===== config.mk =====
export PLATFORM = sky130hd
export DESIGN_NAME = pe_buffer_pingpong_sched_flat
export DESIGN_NICKNAME = d
export VERILOG_FILES = /design/src/rtl/pe_buffer_pingpong_sched_if.sv /design/src/rtl/pe_buffer_pingpong_sched.sv /design/src/flat_wrapper.sv
export SDC_FILE = /design/constraint.sdc
export NUM_CORES = 1
export LEC_CHECK = 0
export BUFFER_PORTS_ARGS = -buffer_cell sky130_fd_sc_hd__buf_2
export CORE_AREA = 2 2 186 188
export CTS_CLUSTER_SIZE = 25
export DETAILED_ROUTE_END_ITERATION = 6
export DIE_AREA = 0 0 188 190
export PLACE_DENSITY = 0.49
export SYNTH_ARGS = -nofsm -noshare
export SYNTH_HDL_FRONTEND = slang
export SYNTH_SLANG_ARGS = --single-unit

===== constraint.sdc =====
create_clock -name clk -period 10.4 [get_ports clk]
set_input_delay 0.52 -clock clk [delete_from_list [all_inputs] [get_ports clk]]
set_output_delay 0.52 -clock clk [all_outputs]
set_load 0.005 [all_outputs]

===== src/rtl/pe_buffer_pingpong_sched_if.sv =====
// Bi-side write bus of the ping-pong PE input buffer: per-requester strobes and
// row ids toward the scheduler, buffer_ready back to the writers.
interface pe_buffer_pingpong_sched_if #(
    parameter int Bi          = 4,
    parameter int ROWID_WIDTH = 6
);
    logic [Bi-1:0]             bi_we;
    logic [Bi*ROWID_WIDTH-1:0] bi_row_id;
    logic                      buffer_ready;

    modport master (output bi_we, output bi_row_id, input buffer_ready);
    modport slave  (input bi_we, input bi_row_id, output buffer_ready);
endinterface


===== src/rtl/pe_buffer_pingpong_sched.sv =====
// Ping-pong scheduler for the two-bank PE input buffer: counts row writes into the
// fill bank, waits for the PE array to drain the other bank, then swaps banks.
module pe_buffer_pingpong_sched #(
    parameter int Ih            = 29,
    parameter int Iw            = 7,
    parameter int HOUT          = 56,
    parameter int Bi            = 4,
    parameter int ROWID_WIDTH   = 6,
    parameter int GROUPS        = 8,
    parameter int GROUPID_WIDTH = 8
) (
    input  logic                          clk,
    input  logic                          rstn,
    input  logic                          start,
    pe_buffer_pingpong_sched_if.slave     bus,
    input  logic                          compute_idle,
    input  logic                          ram_output_blocked,
    output logic                          pe_buffer_switch,
    output logic [Ih-1:0]                 row_done_mask,
    output logic [GROUPID_WIDTH-1:0]      group_id,
    output logic                          swap_pulse,
    output logic                          all_done,
    output logic                          err_overflow,
    output logic                          err_collision,
    output logic                          err_row_range
);
    localparam int WPR = HOUT / Iw;
    localparam int CW  = $clog2(WPR + 1);
    localparam int IW  = $clog2(Ih);

    typedef enum logic [2:0] {
        IDLE, FILL, WAIT_DRAIN, SWAP, FINISH, DONE
    } state_t;

    state_t                   r_state, w_nxt;
    logic [CW-1:0]            r_cnt [Ih];
    logic [CW-1:0]            w_cnt_nxt [Ih];
    logic [Ih-1:0]            r_mask, w_mask_nxt;
    logic [ROWID_WIDTH-1:0]   w_rid [Bi];
    logic [Bi-1:0]            w_lose;
    logic [Ih-1:0]            w_inc;
    logic                     w_ovf, w_col, w_rng;
    logic                     w_start_acc, w_clr, w_all, w_last_grp;
    logic                     r_ready, r_switch, r_swap, r_done;
    logic                     r_ovf, r_col, r_rng;
    logic [GROUPID_WIDTH-1:0] r_gid;

    // A requester loses a row when a lower-index requester targets the same row.
    always_comb begin
        for (int k = 0; k < Bi; k++) begin
            w_rid[k]  = bus.bi_row_id[k*ROWID_WIDTH +: ROWID_WIDTH];
        end
        for (int k = 0; k < Bi; k++) begin
            w_lose[k] = 1'b0;
            for (int j = 0; j < Bi; j++) begin
                if (j < k && bus.bi_we[j] && w_rid[j] == w_rid[k]) begin
                    w_lose[k] = 1'b1;
                end
            end
        end
    end

    always_comb begin
        w_inc = '0;
        w_ovf = 1'b0;
        w_col = 1'b0;
        w_rng = 1'b0;
        for (int k = 0; k < Bi; k++) begin
            if (bus.bi_we[k]) begin
                if (r_state != FILL) begin
                    w_ovf = 1'b1;
                end
                if (int'(w_rid[k]) >= Ih) begin
                    w_rng = 1'b1;
                end else if (w_lose[k]) begin
                    w_col = 1'b1;
                end else if (r_state == FILL && r_cnt[w_rid[k][IW-1:0]] != CW'(WPR)) begin
                    w_inc[w_rid[k][IW-1:0]] = 1'b1;
                end else begin
                    w_ovf = 1'b1;
                end
            end
        end
    end

    assign w_start_acc = start && (r_state == IDLE || r_state == DONE);
    assign w_clr       = w_start_acc || (r_state == SWAP);
    assign w_last_grp  = (r_gid == GROUPID_WIDTH'(GROUPS - 1));

    always_comb begin
        for (int r = 0; r < Ih; r++) begin
            w_cnt_nxt[r]  = w_clr ? '0 : r_cnt[r] + CW'(w_inc[r]);
            w_mask_nxt[r] = (w_cnt_nxt[r] == CW'(WPR));
        end
    end

    assign w_all = &w_mask_nxt;

    // The fill-complete decision uses the next mask so it leaves FILL on the same
    // edge that makes the registered mask all ones.
    always_comb begin
        w_nxt = r_state;
        case (r_state)
            IDLE:       if (start) w_nxt = FILL;
            FILL:       if (w_all) w_nxt = WAIT_DRAIN;
            WAIT_DRAIN: if (compute_idle && !ram_output_blocked) w_nxt = SWAP;
            SWAP:       w_nxt = w_last_grp ? FINISH : FILL;
            FINISH:     if (compute_idle) w_nxt = DONE;
            DONE:       if (start) w_nxt = FILL;
            default:    w_nxt = IDLE;
        endcase
    end

    always_ff @(posedge clk or negedge rstn) begin
        if (!rstn) begin
            r_state  <= IDLE;
            r_mask   <= '0;
            r_ready  <= 1'b0;
            r_switch <= 1'b0;
            r_swap   <= 1'b0;
            r_done   <= 1'b0;
            r_gid    <= '0;
            r_ovf    <= 1'b0;
            r_col    <= 1'b0;
            r_rng    <= 1'b0;
            for (int r = 0; r < Ih; r++) begin
                r_cnt[r] <= '0;
            end
        end else begin
            r_state <= w_nxt;
            r_mask  <= w_mask_nxt;
            r_ready <= (w_nxt == FILL);
            r_swap  <= (w_nxt == SWAP);
            r_done  <= (w_nxt == DONE);
            for (int r = 0; r < Ih; r++) begin
                r_cnt[r] <= w_cnt_nxt[r];
            end
            if (w_start_acc) begin
                r_gid <= '0;
                r_ovf <= 1'b0;
                r_col <= 1'b0;
                r_rng <= 1'b0;
            end else begin
                if (r_state == SWAP && !w_last_grp) begin
                    r_gid <= r_gid + 1'b1;
                end
                r_ovf <= r_ovf | w_ovf;
                r_col <= r_col | w_col;
                r_rng <= r_rng | w_rng;
            end
            if (r_state == SWAP) begin
                r_switch <= ~r_switch;
            end
        end
    end

    assign bus.buffer_ready = r_ready;
    assign pe_buffer_switch = r_switch;
    assign row_done_mask    = r_mask;
    assign group_id         = r_gid;
    assign swap_pulse       = r_swap;
    assign all_done         = r_done;
    assign err_overflow     = r_ovf;
    assign err_collision    = r_col;
    assign err_row_range    = r_rng;
endmodule


===== src/flat_wrapper.sv =====
// flat-port wrapper written by rule: the top's interface ports become plain ports
module pe_buffer_pingpong_sched_flat 
#(
    parameter int Ih            = 29,
    parameter int Iw            = 7,
    parameter int HOUT          = 56,
    parameter int Bi            = 4,
    parameter int ROWID_WIDTH   = 6,
    parameter int GROUPS        = 8,
    parameter int GROUPID_WIDTH = 8
)
  (clk, rstn, start, compute_idle, ram_output_blocked, pe_buffer_switch, row_done_mask, group_id, swap_pulse, all_done, err_overflow, err_collision, err_row_range, bus_bi_we, bus_bi_row_id, bus_buffer_ready);
  pe_buffer_pingpong_sched_if #(.Bi(Bi), .ROWID_WIDTH(ROWID_WIDTH)) bus_i ();
  input  logic clk;
  input  logic rstn;
  input  logic start;
  input  logic compute_idle;
  input  logic ram_output_blocked;
  output logic pe_buffer_switch;
  output logic [Ih-1:0] row_done_mask;
  output logic [GROUPID_WIDTH-1:0] group_id;
  output logic swap_pulse;
  output logic all_done;
  output logic err_overflow;
  output logic err_collision;
  output logic err_row_range;
  input wire logic [$bits(bus_i.bi_we)-1:0] bus_bi_we;
  input wire logic [$bits(bus_i.bi_row_id)-1:0] bus_bi_row_id;
  output wire logic [$bits(bus_i.buffer_ready)-1:0] bus_buffer_ready;
  assign bus_i.bi_we = bus_bi_we;
  assign bus_i.bi_row_id = bus_bi_row_id;
  assign bus_buffer_ready = bus_i.buffer_ready;
  pe_buffer_pingpong_sched #(.Ih(Ih), .Iw(Iw), .HOUT(HOUT), .Bi(Bi), .ROWID_WIDTH(ROWID_WIDTH), .GROUPS(GROUPS), .GROUPID_WIDTH(GROUPID_WIDTH)) u_core (.clk(clk), .rstn(rstn), .start(start), .bus(bus_i), .compute_idle(compute_idle), .ram_output_blocked(ram_output_blocked), .pe_buffer_switch(pe_buffer_switch), .row_done_mask(row_done_mask), .group_id(group_id), .swap_pulse(swap_pulse), .all_done(all_done), .err_overflow(err_overflow), .err_collision(err_collision), .err_row_range(err_row_range));
endmodule

==> results by group <==
Worst hold path
  • Hold Startpoint: ram_output_blocked
  • HP Class: input pin to register
  • Cells on Worst Hold Path: 3
  • Worst hold endpoint: u_core.swap_pulse$_DFF_PN0_

Timing
  • Fin crit share: 0.642
  • Actual slew at the worst max-slew pin: 1250 ps
  • Worst setup margin: roughly 3700 ps
  • Setup Skew: 26.0 ps
  • Final hold vios: 0
  • # setup viols final: 0
  • Crit path time final: 6670 ps
  • Fmax: 150 MHz
  • Slew HR: 0.156
  • Fin. max-slew vios: 0
  • Post-Route Setup TNS: 0 ps
  • RSZ-0062 raised after global routing: no

Clocking
  • Root buffer cell: clkbuf_16
  • CTS Sinks: 163
  • Clock Latency Late Sink: 460 ps
  • CTS tree: yes
  • Clock-pin slew on the worst setup and hold paths: 70 ps
  • Post-CTS Setup Inserts: 0
  • Max clock buf depth: 2
  • H-tree depth: 4
  • CTS Buf Count: 17

Critical path
  • CP Max Fanout: 13
  • Crit path required time: between 10000 and 15000 ps
  • Critical Path Start: u_core.r_cnt[1]$_DFF_PN0_
  • Worst setup SP type: register
  • CP Class: register to register
  • Worst EP arrival: 7010 ps
  • Flop-to-flop setup slack: 3730 ps
  • FF-to-FF End: u_core.bus.buffer_ready$_DFF_PN0_
  • Reg2reg path depth: 16
  • R2r startpoint: u_core.r_cnt[1]$_DFF_PN0_
  • Critical Path Sink Type: register

Placement
  • Hpwl dp: 33500 µm
  • Pre-CTS WS: ~3500 ps
  • RePlAce Congestion: 0.962
  • Post-placement cell count: 1679
  • Number of port buffers: 76

Floorplan
  • Die X: ~190 µm
  • Die height: 190 µm
  • I/O pin total: 77
  • Row Count: 68
  • Full die area: roughly 36000 µm²
  • Core area: around 34000 µm²
  • Starting Density: 0.342

Global route
  • Largest net degree at the start of global routing: about 70
  • Total grt overflow: 0
  • GRT Util Overall: 0.260
  • Antenna violations before repair: 2
  • Vias in the first global route: 10104
  • First-pass GRT wire length: 68300 µm

Flow run
  • Number of max-cap violations: 0

Synthesis
  • Yosys top cell area share: 0.351
  • Synth area leader: dfrtp_1
  • YS warnings: 0
  • Mapped Area: 11600 µm²
  • Share of flip-flops with an asynchronous set or reset: 1.00
  • Cells taking the most area after synthesis: dfrtp_1, mux4_2, ha_1
  • Syn_area_per_cell: 9.61 µm²
  • Yosys cell types: 74
  • Syn_nets: 1300
  • Number of flops mapped to enable cells by yosys: 0
  • Synth Instances: 1208
  • Ys flop type: dfrtp_1
  • #FFs+latches synth: 163
  • Sequential share of the synthesized area: 0.351

Route
  • Detail Route Antenna Nets: 0
  • WL/cell: 26.7 µm
  • WL final: between 40000 and 50000 µm
  • DRC Markers: 0
  • DRT iter0 DRCs: 1306
  • Via Count: 10433
  • DR vias/cell: roughly 6.1
  • 1st-pass router iterations: 5

Layout
  • Layout cell share with drive strength beyond 1: 0.153
  • Fin cells: 1712
  • # diodes: 0
  • Area grow syn2layout: 11.6%
  • Nets@finish: 1336

Pwr
  • Combinational power share: 0.321
  • Pwr per Cell Area: 179 nW/µm²
  • Net Sw Frac: 0.383
  • Clock Power Share: 0.269
  • Leakage Power: 0.00567 µW
  • Internal Power: 1430 µW
  • Peak VDD IR: 0.113 mV
  • Sw power: 890 µW
  • Power share of the sequential group: 0.410

Outcome
  • Status: completed
==> per-layer routing <==
layer	vias up	part of all wire	track usage
met2	517	0.45	0.403
met3	74	0.077	0.0456
met1	5251	0.44	0.361
li1	4587	-	-
met5	-	0.00044	0
met4	4	0.033	0.101
==> registers in the layout (all words and copies together) (netlist names) <==
| signal | cells |
|---|---|
| u_core.swap_pulse | 1 |
| u_core.err_row_range | 1 |
| u_core.err_overflow | 1 |
| u_core.bus.buffer_ready | 1 |
| u_core.group_id | 8 |
| u_core.r_state | 3 |
| u_core.r_cnt | 116 |
| u_core.err_collision | 1 |
| u_core.row_done_mask | 29 |
| u_core.all_done | 1 |
| u_core.pe_buffer_switch | 1 |
==> placed cells by master (no fill, tap or decap), types with 8 or more instances in the layout <==
cell type	synthesis	final
buf_4	4	19
nand2_1	39	39
mux4_2	43	43
nor2_1	159	158
inv_1	12	12
nand3_1	58	58
a32oi_1	20	20
nand3b_1	10	10
or2_2	8	8
buf_2	19	75
a2111oi_0	8	8
a211oi_1	8	8
nand2b_1	20	20
mux2i_1	26	26
xor2_1	54	54
clkbuf_16	0	17
and2_1	65	65
nand4_1	29	29
and3_1	30	30
nor3_1	57	57
a22oi_1	8	8
a21oi_1	22	22
o211ai_1	14	14
nor4_1	29	29
a31oi_1	11	11
nor2b_1	16	16
dfrtp_1	163	163
ha_1	59	59
o21ai_0	10	10
o221ai_1	13	13
xnor2_1	49	49
==> how the worst max path moves through the flow <==
stage | cells past startpoint | end | slack (ps)
final | 16 | u_core.bus.buffer_ready$_DFF_PN0_ | 3730
after global routing | 20 | u_core.bus.buffer_ready$_DFF_PN0_ | 3530
after CTS | 20 | u_core.bus.buffer_ready$_DFF_PN0_ | 3990
after detailed placement | 20 | u_core.bus.buffer_ready$_DFF_PN0_ | 3500
after global placement | 20 | u_core.bus.buffer_ready$_DFF_PN0_ | 3550
after floorplan | 21 | u_core.bus.buffer_ready$_DFF_PN0_ | 5750
==> per-stage QoR <==
| stage | hold slack (ps) | cell area [µm²] | power, µW | util |
|---|---|---|---|---|
| 3_5_place_dp | 406 | 12400 | 1690 | 0.365 |
| 5_1_grt | 324 | 13000 | 2460 | 0.382 |
| 4_1_cts | 314 | 13000 | 2330 | 0.382 |
| 3_3_place_gp | 408 | 12400 | 1690 | 0.365 |
| 6_report | 333 | 13000 | 2320 | 0.382 |
| 2_1_floorplan | 224 | 11600 | 1410 | - |
==> cells in the mapped netlist, drive strengths merged, types with 4 or more instances <==
cell type / n
nor2b: 16
and2: 65
nor4b: 5
ha: 59
nand3b: 10
a211o: 5
mux2i: 26
dfrtp: 163
a221oi: 7
a32oi: 20
nand3: 58
o211ai: 14
o22ai: 7
or3: 4
inv: 12
a31oi: 11
nor3: 57
nand2: 39
xnor2: 49
xor2: 54
o21ai: 11
nor3b: 6
o221ai: 13
nor2: 159
nand2b: 20
clkbuf: 39
a22oi: 8
nor4: 29
a211oi: 8
buf: 40
or2: 9
a2111oi: 9
and3: 30
nand4: 29
a21oi: 22
mux4: 45
==> layout make-up <==
| type | instances | area [µm²] |
|---|---|---|
| fillers | 3418 | 21000 |
| flip-flops and latches | 163 | 4080 |
| repair buffers | 96 | 539 |
| well taps | 455 | 569 |
| multi-input cells | 953 | 7150 |
| clock buffers | 19 | 443 |
| clock inverters | 13 | 128 |
| inverters | 13 | 48.8 |
==> critical path, cell delays in order, from the launching register on <==
cell	delay, ps
dfrtp_1	410
nor3_1	820
nor4_1	130
nor4_1	480
o2111ai_1	260
a2111oi_4	850
or4b_1	500
or3_1	170
o211ai_1	160
ha_1	290
ha_1	210
xnor2_1	180
and3_1	240
nand4_1	220
nor4_1	1060
a21oi_1	160
or3_1	410
==> power groups by stage <==
stage / sequential (µW) / clock (µW) / combinational, µW
after floorplan: 898 / 0 / 509
after detailed placement: 960 / 0 / 731
after CTS: 948 / 646 / 736
final: 953 / 626 / 746
after global placement: 959 / 0 / 729
after global routing: 976 / 672 / 816
==> cells by family after synthesis <==
logic type	share of synthesized area
flip-flops	0.351
AND/OR/NAND/NOR	0.247
AO/OA/AOI/OAI	0.110
adder cells (fa/ha/maj)	0.0636
multiplexers	0.113
XOR/XNOR	0.0777
buffers and inverters	0.0370
==> timing repair <==
action,4_1_cts,5_1_grt
endpoints found under the hold margin,27,0
hold buffers,1,0
gates resized for setup,0,0
Power figures use the tool's default switching activity.
